===== src/rtl/str_store_buffer.sv =====
// Purpose: queues STR stores {addr,data} and drains them one at a time into the RAM write port.
// Latency: str_req sampled at edge N into an empty buffer -> ram_wr_en high after edge N+1.
// Backpressure: str_full while DEPTH entries are pending; a store offered while full is dropped and flagged.
//
// Ports:
//   clk, reset_n                  - clock, synchronous active-low reset
//   str_req/str_addr/str_data     - store request from memory control / ALU / register bank
//   str_full, buf_empty           - buffer full; buffer empty with the drain FSM idle
//   ram_wr_en/ram_addr/ram_wr_data, ram_ack - registered RAM write port and its accept strobe
//   err_overflow, err_timeout     - sticky error flags, cleared only by reset
//   ldr_addr, fwd_hit, fwd_data   - store-to-load forwarding lookup
//
// Build option: define STORE_FWD_EN to enable forwarding; otherwise fwd_hit/fwd_data read 0.
module str_store_buffer #(
  parameter int DATA_WIDTH = 32,
  parameter int ADDR_WIDTH = 8,
  parameter int DEPTH      = 4,
  parameter int TIMEOUT    = 15
) (
  input  logic                  clk,
  input  logic                  reset_n,
  input  logic                  str_req,
  input  logic [ADDR_WIDTH-1:0] str_addr,
  input  logic [DATA_WIDTH-1:0] str_data,
  output logic                  str_full,
  output logic                  buf_empty,
  output logic                  ram_wr_en,
  output logic [ADDR_WIDTH-1:0] ram_addr,
  output logic [DATA_WIDTH-1:0] ram_wr_data,
  input  logic                  ram_ack,
  output logic                  err_overflow,
  output logic                  err_timeout,
  input  logic [ADDR_WIDTH-1:0] ldr_addr,
  output logic                  fwd_hit,
  output logic [DATA_WIDTH-1:0] fwd_data
);

  localparam int PTR_W = $clog2(DEPTH);
  localparam int CNT_W = PTR_W + 1;

  typedef enum logic {
    IDLE  = 1'b0,
    WRITE = 1'b1
  } state_t;

  logic [ADDR_WIDTH-1:0] addr_mem [DEPTH];
  logic [DATA_WIDTH-1:0] data_mem [DEPTH];

  logic [PTR_W-1:0] head;
  logic [PTR_W-1:0] tail;
  logic [PTR_W-1:0] head_nxt;
  logic [CNT_W-1:0] count;
  logic [CNT_W-1:0] count_nxt;
  logic [7:0]       tmo_cnt;
  state_t           state;

  logic push;
  logic pop;
  logic tmo_hit;

  assign str_full  = (count == CNT_W'(DEPTH));
  assign buf_empty = (count == '0) && (state == IDLE);

  // A push is refused on a full buffer even if the head pops on the same edge.
  assign push     = str_req && !str_full;
  assign tmo_hit  = (tmo_cnt == 8'(TIMEOUT - 1));
  // The head leaves the buffer on ack, or is dropped when the wait budget runs out.
  assign pop      = (state == WRITE) && (ram_ack || tmo_hit);
  assign head_nxt = head + PTR_W'(1);

  always_comb begin
    count_nxt = count + CNT_W'(push) - CNT_W'(pop);
  end

  // Storage needs no reset: validity is tracked by head/count.
  always_ff @(posedge clk) begin
    if (push) begin
      addr_mem[tail] <= str_addr;
      data_mem[tail] <= str_data;
    end
  end

  always_ff @(posedge clk) begin
    if (!reset_n) begin
      state        <= IDLE;
      head         <= '0;
      tail         <= '0;
      count        <= '0;
      tmo_cnt      <= '0;
      ram_wr_en    <= 1'b0;
      ram_addr     <= '0;
      ram_wr_data  <= '0;
      err_overflow <= 1'b0;
      err_timeout  <= 1'b0;
    end else begin
      count <= count_nxt;
      if (push) tail <= tail + PTR_W'(1);
      if (pop)  head <= head_nxt;
      if (str_req && str_full) err_overflow <= 1'b1;

      case (state)
        IDLE: begin
          if (count != '0) begin
            state       <= WRITE;
            ram_wr_en   <= 1'b1;
            ram_addr    <= addr_mem[head];
            ram_wr_data <= data_mem[head];
            tmo_cnt     <= '0;
          end
        end
        WRITE: begin
          if (pop) begin
            if (!ram_ack) err_timeout <= 1'b1;
            tmo_cnt <= '0;
            if (count_nxt != '0) begin
              // Back-to-back: the next head is either already stored, or it is
              // the entry being pushed on this very edge (buffer held only the popped one).
              if (count > CNT_W'(1)) begin
                ram_addr    <= addr_mem[head_nxt];
                ram_wr_data <= data_mem[head_nxt];
              end else begin
                ram_addr    <= str_addr;
                ram_wr_data <= str_data;
              end
            end else begin
              state     <= IDLE;
              ram_wr_en <= 1'b0;
            end
          end else begin
            tmo_cnt <= tmo_cnt + 8'd1;
          end
        end
      endcase
    end
  end

`ifdef STORE_FWD_EN
  logic [PTR_W-1:0] fwd_idx;

  // Scan oldest to youngest so the last match (youngest store) wins.
  always_comb begin
    fwd_hit  = 1'b0;
    fwd_data = '0;
    fwd_idx  = '0;
    for (int i = 0; i < DEPTH; i++) begin
      fwd_idx = head + PTR_W'(i);
      if ((CNT_W'(i) < count) && (addr_mem[fwd_idx] == ldr_addr)) begin
        fwd_hit  = 1'b1;
        fwd_data = data_mem[fwd_idx];
      end
    end
  end
`else
  logic unused_ldr_addr;

  assign unused_ldr_addr = ^ldr_addr;
  assign fwd_hit         = 1'b0;
  assign fwd_data        = '0;
`endif

endmodule


===== config.mk =====
export PLATFORM = sky130hd
export DESIGN_NAME = str_store_buffer
export DESIGN_NICKNAME = d
export VERILOG_FILES = /design/src/rtl/str_store_buffer.sv
export SDC_FILE = /design/constraint.sdc
export NUM_CORES = 1
export LEC_CHECK = 0
export CAP_MARGIN = 10
export CORE_MARGIN = 1
export CORE_UTILIZATION = 60
export DETAILED_ROUTE_END_ITERATION = 8
export GPL_ROUTABILITY_DRIVEN = 0
export GPL_TIMING_DRIVEN = 0
export PLACE_DENSITY = 0.95
export SETUP_SLACK_MARGIN = 0.1
export SLEW_MARGIN = 20
export SYNTH_ARGS = -nofsm -noshare
export SYNTH_HDL_FRONTEND = slang
export SYNTH_SLANG_ARGS = --single-unit
export TNS_END_PERCENT = 30

===== constraint.sdc =====
create_clock -name clk -period 6.5 [get_ports clk]
set_input_delay 1.625 -clock clk [delete_from_list [all_inputs] [get_ports clk]]
set_output_delay 1.625 -clock clk [all_outputs]
set_load 0.005 [all_outputs]

==> results of run 1 <==
## final cells by class
type | count | area, sq um
plain buffers | 93 | 568
clock buffers | 30 | 653
clock inverters | 11 | 190
fillers | 924 | 4220
inverters | 14 | 52.6
multi-input cells | 363 | 3650
flip-flops and latches | 221 | 6030
well taps | 220 | 275
repair buffers | 91 | 951
## cell families (layout without fill, tap and decap cells)
group | count (synthesis) | after routing | share of synthesized area
other cells | 1 | 33 | 0.000369
buf+inv | 107 | 239 | 0.0610
flops | 221 | 221 | 0.592
xor+xnor | 3 | 3 | 0.00258
fa+ha+maj | 11 | 11 | 0.0143
compound gates | 185 | 185 | 0.123
mux | 81 | 81 | 0.178
simple gates | 50 | 50 | 0.0280
## power by group through the flow
stage               Clock [W]  Combinational (W)  Sequential, W
finish                0.00147            0.00213        0.00192
floorplan                   0            0.00132        0.00189
detailed placement          0            0.00203        0.00193
global route          0.00151            0.00225        0.00193
CTS                   0.00146            0.00208        0.00191
global placement            0            0.00192        0.00192
## layer usage
metal  vias to the layer above  wire length [um]
met5                         -                 0
met4                         0              1050
met3                       112              3460
met2                       683             14000
met1                      3560              9260
li1                       2928                 -
## worst max path at each step
| stage | endpoint | slack [ps] | cells after the start | from |
|---|---|---|---|---|
| after floorplan | ram_addr[0] | 2260 | 13 | ram_ack |
| after detailed placement | ram_addr[3] | 940 | 14 | ram_ack |
| after global placement | ram_wr_data[27] | 1070 | 14 | ram_ack |
| after global routing | ram_wr_data[21] | 1130 | 14 | ram_ack |
| final | ram_addr[4] | 1270 | 14 | ram_ack |
| after CTS | ram_addr[4] | 1350 | 14 | ram_ack |
## through the flow
stage | cell area, sq um | setup WS, ps | std cells | hold WS, ps
floorplan | 10300 | 2260 | 691 | 460
global placement | 11400 | 1070 | 998 | 450
detailed placement | 11500 | 941 | 1002 | 460
CTS | 12400 | 1350 | 1043 | 474
global route | 12400 | 1130 | 1043 | 487
finish | 12400 | 1270 | 1043 | 470
## registers in the layout, summed over array words and instances, names as in the netlist, named ones only
register	count
head	2
err_timeout	1
count	3
state	1
data_mem	128
tmo_cnt	8
ram_addr	8
err_overflow	1
addr_mem	32
ram_wr_data	32
ram_wr_en	1
tail	2
## layout by cell type, fill, tap and decap left out, types with 14 or more instances in the layout
cell type        instances
a21oi_1                 44
mux4_2                  80
clkbuf_16               24
a22oi_1                 39
nor2_1                  14
o22ai_1                 39
dfxtp_1                 61
clkdlybuf4s50_1         87
buf_2                   27
conb_1                  33
edfxtp_1               160
a211oi_1                40
clkbuf_1                26
buf_4                   35
==> results_dict.tcl, run 1 <==
set metrics [dict create \
    status "completed" \
    min_to "err_timeout" \
    finalSetupViolCount 0 \
    min_path_type "flip-flop to flip-flop" \
    fin_total_pwr_w 0.00552 \
    worst_ep_required_time_ps 6910 \
    dr.pass1.iters 8 \
    ys_async_sr_fraction 0 \
    grt_max_degree 27 \
    post_cts_resized 0 \
    cts_buffers 23 \
    synth.most_common_cell "edfxtp_1" \
    postCtsSetupRepairBufs 0 \
    cts_max_level 1 \
    clk_pin_slew_ps 60 \
    avgSynthCellArea_sq_um 15.4 \
    fin_skew_ps 11.8 \
    drive_above_1_share 0.250 \
    fmax_mhz 191 \
    synth_area_leaders "edfxtp_1 (47%), mux4_2 (18%), dfxtp_1 (12%)" \
    final_antenna_net_count 0 \
    grt_pass1_vias 7613 \
    r2r_end "ram_addr[4]" \
    r2r-start "tmo_cnt[0]" \
    viasPerCell 6.98 \
    slew_headroom 0.459 \
    synth-seq-cells 221 \
    track_usage 0.323 \
    io_buffers 87 \
    p_int_w 0.00360 \
    ys_seq_area_frac 0.592 \
    final-max-slew-violation-count 0 \
    period_minus_slack_ps 5230 \
    syn_inst 659 \
    dieArea_sq_um 17500 \
    grt.busiest_layer "met2" \
    use_met2 0.535 \
    cp_top_family "buffers and inverters" \
    drv_cap 0 \
    ff2ff_path_depth 16 \
    synth-main-ff-cell "edfxtp_1" \
    num_rows 47 \
    grt_pass1_wl_um 42700 \
    pwr-share-comb 0.386 \
    ys_types 53 \
    vias 7283 \
    drc 0 \
    slowest_stage "a22oi_2" \
    p_clk_frac 0.266 \
    hold_depth 1 \
    clock_latency_ps 520 \
    nets 870 \
    die_h_um 132 \
    critical_path_class "input pin to flip-flop" \
    path_cells "clkdlybuf4s50_1, a22oi_2, buf_6, inv_1, ha_1, inv_1, ha_1, fa_1, xor2_1, and2_1, buf_2, clkbuf_1, o22ai_1, a211oi_1" \
    crit_fanout 10 \
    cpPeakStageDelay_ps 650 \
    period_share 0.805 \
    hp-start "err_timeout" \
    vdd_drop_max_mv 0.308 \
    clkSinkCount 221 \
    grt_overflow 0 \
    wirelength_um 27800 \
    finalCoreUtilization 0.746 \
    detail_route.wl_per_cell_um 26.6 \
    ys_warn_count 0 \
    synth_edf_count 160 \
    dp_hpwl_um 16800 \
    p_leak_nw 4.18 \
    cts_tree "done" \
    rsz0062_at_grt "no" \
    antenna_found_initial 0 \
    cts_buffer_depth 3 \
    worst_pin_slew_ps 812 \
    powerDensity_nw_per_um2 446 \
    sw_frac_of_total 0.349 \
    netlist.area_leader.share 0.472 \
    cts_hold_buf 0 \
    synth.top_cells.by_count "edfxtp_1 (160), mux4_2 (80), dfxtp_1 (61)" \
    root_buffer "clkbuf_16" \
    syn2layout_area_growth_pct 21.6 \
    grt_use_met3 0.0692 \
    grtUsageMet1 0.404 \
    power_frac_seq 0.348 \
    critPathArrivalTime_ps 5650 \
    power.switching_w 0.00192 \
    rrSetupSlack_ps 2030 \
    synth_area_sq_um 10200 \
    die-width_um 132 \
    cp-end-kind "flip-flop" \
    fin_tns_setup_ps 0 \
    start_util 0.613 \
    cp-start-kind "input pin" \
    n_antenna_cell 0 \
    path_buf_inv 6 \
    yosys.area.top_type "edfxtp_1" \
    timing_hold_violations_final 0 \
    io_pins 130 \
    core-area_sq_um 16600 \
    drt_iter0_markers 871 \
]
Note: power is estimated with default switching activity, not from simulation.
==> run 2: changes to the inputs <==
--- a/config.mk
+++ b/config.mk
@@ -7,11 +7,11 @@
 export LEC_CHECK = 0
 export CAP_MARGIN = 10
 export CORE_MARGIN = 1
-export CORE_UTILIZATION = 60
+export CORE_UTILIZATION = 56
 export DETAILED_ROUTE_END_ITERATION = 8
 export GPL_ROUTABILITY_DRIVEN = 0
 export GPL_TIMING_DRIVEN = 0
-export PLACE_DENSITY = 0.95
+export PLACE_DENSITY = 0.9
 export SETUP_SLACK_MARGIN = 0.1
 export SLEW_MARGIN = 20
 export SYNTH_ARGS = -nofsm -noshare
==> constraint.sdc (replaced) <==
create_clock -name clk -period 5.25 [get_ports clk]
set_input_delay 1.3125 -clock clk [delete_from_list [all_inputs] [get_ports clk]]
set_output_delay 1.3125 -clock clk [all_outputs]
set_load 0.005 [all_outputs]
==> results_dict.tcl, run 2 (synthesis results as in run 1) <==
set metrics [dict create \
    status "completed" \
    antenna_found_initial 0 \
    cts_max_level 1 \
    crit_start "ram_ack" \
    fin_skew_ps 12.8 \
    p_leak_nw 4.18 \
    io_buffers 87 \
    post_cts_resized 0 \
    cpPeakStageDelay_ps 620 \
    fin_tns_setup_ps 0 \
    top_register "data_mem" \
    reg_top3 "data_mem (128), addr_mem (32), ram_wr_data (32)" \
    clock_latency_ps 510 \
    hold_depth 1 \
    vdd_drop_max_mv 0.459 \
    cp-start-kind "input pin" \
    root_buffer "clkbuf_16" \
    cp-end-kind "flip-flop" \
    postCtsSetupRepairBufs 0 \
    ff2ff_path_depth 16 \
    cts_buffers 23 \
    power_frac_seq 0.353 \
    dp_hpwl_um 16300 \
    critical_path_class "input pin to flip-flop" \
    nets 870 \
    fillers 1059 \
    dr.pass1.iters 8 \
    fmax_mhz 209 \
    syn2layout_area_growth_pct 21.4 \
    grt_pass1_vias 7319 \
    n_antenna_cell 0 \
    cts_tree "done" \
    final_antenna_net_count 0 \
    period_minus_slack_ps 4780 \
    powerDensity_nw_per_um2 544 \
    drt_iter0_markers 887 \
    p_int_w 0.00443 \
    drive_above_1_share 0.245 \
    clk_pin_slew_ps 60 \
    mostFrequentLayoutCell "edfxtp_1" \
    grt_max_degree 27 \
    grt_overflow 0 \
    power.switching_w 0.00228 \
    slew_headroom 0.505 \
    die-width_um 137 \
    start_util 0.580 \
    path_cells "clkdlybuf4s50_1, a22oi_2, buf_6, inv_1, ha_1, inv_1, ha_1, fa_1, xor2_1, and2_1, buf_2, clkbuf_1, o22ai_1, a211oi_1" \
    vias 7053 \
    finalSetupViolCount 0 \
    holdWs_ps 475 \
    drc 0 \
    final-max-slew-violation-count 0 \
    largest_reg_flops 128 \
    crit_fanout 10 \
    cts_buffer_depth 3 \
    drv_cap 0 \
    core-area_sq_um 17500 \
    die_h_um 137 \
    period_share 0.910 \
    min_path_type "flip-flop to flip-flop" \
    grt_pass1_wl_um 39800 \
    num_rows 48 \
    dieArea_sq_um 18700 \
    pwr-share-comb 0.385 \
    timing_hold_violations_final 0 \
    p_clk_frac 0.262 \
    detail_route.wl_per_cell_um 24.8 \
    io_pins 130 \
    track_usage 0.284 \
    final_cell_mix "edfxtp_1 (160), clkdlybuf4s50_1 (87), mux4_2 (80)" \
    worst_pin_slew_ps 742 \
    cts_hold_buf 0 \
    slowest_stage "a22oi_2" \
    rsz0062_at_grt "no" \
    r2r-start "tmo_cnt[0]" \
    rrSetupSlack_ps 850 \
    sw_frac_of_total 0.340 \
    clkSinkCount 221 \
    critPathArrivalTime_ps 5170 \
    worst_ep_required_time_ps 5650 \
    wirelength_um 25900 \
    hp-start "err_timeout" \
    viasPerCell 6.74 \
]
## run 2: cell count changes in the layout (fill, tap and decap cells not counted)
cell and delta:
clkbuf_1 +3, clkbuf_8 -1, clkinv_1 +1, clkinvlp_4 -4
## run 2: critical path, delay by kind of cell
family / cells / cell delay, ps
buf+inv: 6 / 1470
simple gates: 1 / 170
compound gates: 3 / 1050
fa+ha+maj: 3 / 840
xor+xnor: 1 / 330
## run 2: routing by layer
layer / vias to the layer above / wire length, um / part of all wire / global-route usage
met5: - / 0 / 0 / 0
met4: 0 / 794 / 0.031 / 0.123
met3: 85 / 2730 / 0.11 / 0.0500
met2: 540 / 12900 / 0.50 / 0.472
met1: 3514 / 9470 / 0.37 / 0.372
li1: 2914 / - / - / -
## run 2: cell type report
class                           count  area, sq um  share of cell area
Tap cell                          225          282              0.0228
Sequential cell                   221         6030               0.488
Clock buffer                       32          651              0.0527
Multi-Input combinational cell    363         3650               0.296
Buffer                             93          568              0.0460
Inverter                           14         52.6             0.00426
Timing Repair Buffer               91          951              0.0770
Clock inverter                      8          164              0.0133
## run 2: metrics by stage
| step | std cells | worst slack [ps] | area [sq um] | power (W) | util |
|---|---|---|---|---|---|
| 4_1_cts | 1047 | 526 | 12300 | 0.00667 | 0.704 |
| 3_3_place_gp | 1003 | 83.7 | 11400 | 0.00478 | 0.653 |
| 2_1_floorplan | 691 | 1320 | 10300 | 0.00397 | - |
| 3_5_place_dp | 1007 | 2.26 | 11500 | 0.00489 | 0.657 |
| 5_1_grt | 1047 | 253 | 12300 | 0.00697 | 0.704 |
| 6_report | 1047 | 473 | 12300 | 0.00672 | 0.704 |
## run 2: final timing paths
kind,endpoint
setup / recovery,ram_wr_data[20]
hold / removal,err_timeout
setup reg to reg,ram_wr_data[20]
hold reg to reg,err_timeout
## run 2: power groups by stage
stage	Sequential, W	Clock, W	Combinational [W]
final	0.00237	0.00176	0.00258
after global routing	0.00239	0.00183	0.00275
after CTS	0.00236	0.00176	0.00254
after detailed placement	0.00238	0	0.00251
after global placement	0.00238	0	0.00240
after floorplan	0.00234	0	0.00164
==> run 3: changes to the inputs <==
--- a/config.mk
+++ b/config.mk
@@ -5,8 +5,8 @@
 export SDC_FILE = /design/constraint.sdc
 export NUM_CORES = 1
 export LEC_CHECK = 0
-export CAP_MARGIN = 10
-export CORE_MARGIN = 1
+export CAP_MARGIN = 20
+export CORE_MARGIN = 4
 export CORE_UTILIZATION = 56
 export DETAILED_ROUTE_END_ITERATION = 8
 export GPL_ROUTABILITY_DRIVEN = 0
==> results_dict.tcl, run 3 (synthesis results as in run 1) <==
set metrics [dict create \
    status "completed" \
    die-width_um 143 \
    final_cell_mix "edfxtp_1 (160), clkdlybuf4s50_1 (87), mux4_2 (80)" \
    dp_hpwl_um 15800 \
    clkSinkCount 221 \
    core-area_sq_um 17900 \
    slew_headroom 0.514 \
    n_antenna_cell 0 \
    cts_max_level 1 \
    final-seq-area_sq_um 6030 \
    grt_pass1_wl_um 37000 \
    final-max-slew-violation-count 0 \
    r2r_end "ram_wr_data[20]" \
    grt_max_degree 25 \
    start_util 0.568 \
    cts_buffer_depth 3 \
    cts_buffers 23 \
    cp-end-kind "flip-flop" \
    largest_reg_flops 128 \
    track_usage 0.235 \
    multi_input_area_sq_um 3650 \
    reg_top3 "data_mem (128), addr_mem (32), ram_wr_data (32)" \
    viasPerCell 6.42 \
    wirelength_um 24100 \
    rrSetupSlack_ps 870 \
    period_minus_slack_ps 4810 \
    postCtsSetupRepairBufs 0 \
    drt_iter0_markers 737 \
    vias 6752 \
    crit_fanout 10 \
    root_buffer "clkbuf_16" \
    num_rows 49 \
    worst_pin_slew_ps 729 \
    ff2ff_path_depth 16 \
    fin_tns_setup_ps 0 \
    p_leak_nw 4.14 \
    min_path_type "flip-flop to flip-flop" \
    rsz0062_at_grt "no" \
    die_h_um 143 \
    final_antenna_net_count 0 \
    fillers 1125 \
    finalSetupViolCount 0 \
    dieArea_sq_um 20400 \
    grt_pass1_vias 6925 \
    syn2layout_area_growth_pct 20.7 \
    finalInstanceArea_sq_um 12300 \
    worst_ep_required_time_ps 5650 \
    clock_latency_ps 500 \
    fin_skew_ps 16.9 \
    drc 0 \
    drv_cap 0 \
    r2r-start "tmo_cnt[0]" \
    fmax_mhz 208 \
    post_cts_resized 0 \
    top_register "data_mem" \
    nets 870 \
    mostFrequentLayoutCell "edfxtp_1" \
    dr.pass1.iters 5 \
    clk_pin_slew_ps 60 \
    cts_hold_buf 0 \
    powerDensity_nw_per_um2 532 \
    place_area_sq_um 11500 \
    timing_hold_violations_final 0 \
    drive_above_1_share 0.244 \
    vdd_drop_max_mv 0.324 \
    critPathArrivalTime_ps 5210 \
    cp-endpoint "ram_wr_data[20]" \
    cts_tree "done" \
    cp-start-kind "input pin" \
    antenna_found_initial 0 \
    crit_start "ram_ack" \
    period_share 0.916 \
    grt_overflow 0 \
    io_pins 130 \
    critical_path_class "input pin to flip-flop" \
    io_buffers 87 \
    detail_route.wl_per_cell_um 22.9 \
]
run 3: per-stage QoR:
| step | hold slack [ps] | util | cells | setup WS (ps) | total power (W) |
|---|---|---|---|---|---|
| 2_1_floorplan | 460 | - | 691 | 1320 | 0.00397 |
| 3_3_place_gp | 448 | 0.640 | 1007 | 153 | 0.00477 |
| 3_5_place_dp | 464 | 0.645 | 1011 | 37.8 | 0.00489 |
| 4_1_cts | 478 | 0.686 | 1052 | 537 | 0.00651 |
| 5_1_grt | 510 | 0.686 | 1052 | 282 | 0.00683 |
| 6_report | 478 | 0.686 | 1052 | 442 | 0.00653 |
run 3: worst min path at each step:
stage                     depth (start not counted)    startpoint            to  slack, ps
after floorplan                                   2  err_overflow  err_overflow        460
after global placement                            2  err_overflow  err_overflow        450
after detailed placement                          1   err_timeout   err_timeout        460
after CTS                                         1   err_timeout   err_timeout        480
after global routing                              2  err_overflow  err_overflow        510
final                                             2  err_overflow  err_overflow        480
run 3: layer usage:
| layer | wire (um) | track usage | part of all wire |
|---|---|---|---|
| met1 | 8870 | 0.307 | 0.37 |
| met2 | 12100 | 0.398 | 0.50 |
| met4 | 768 | 0.0905 | 0.032 |
| met3 | 2440 | 0.0412 | 0.10 |
| met5 | 0 | 0 | 0 |
run 3: final cells by class:
class,instances,share of cell area
flip-flops and latches,221,0.491
multi-input cells,363,0.297
repair buffers,91,0.0781
clock buffers,27,0.0481
plain buffers,93,0.0463
well taps,229,0.0233
clock inverters,14,0.0118
inverters,14,0.00428
run 3: critical path: stages:
cell	delay (ps)
clkdlybuf4s50_1	450
a22oi_2	640
buf_6	260
inv_1	90
ha_1	280
inv_1	40
ha_1	180
fa_1	370
xor2_1	320
and2_1	180
buf_2	140
clkbuf_1	490
o22ai_1	160
a211oi_1	280
run 3: report_power, final:
| part | switching, W | internal [W] | leakage (nW) |
|---|---|---|---|
| Combinational | 0.00143 | 0.00114 | 1.82 |
| Sequential | 0.000172 | 0.00219 | 1.97 |
| Clock | 0.000648 | 0.000950 | 0.357 |
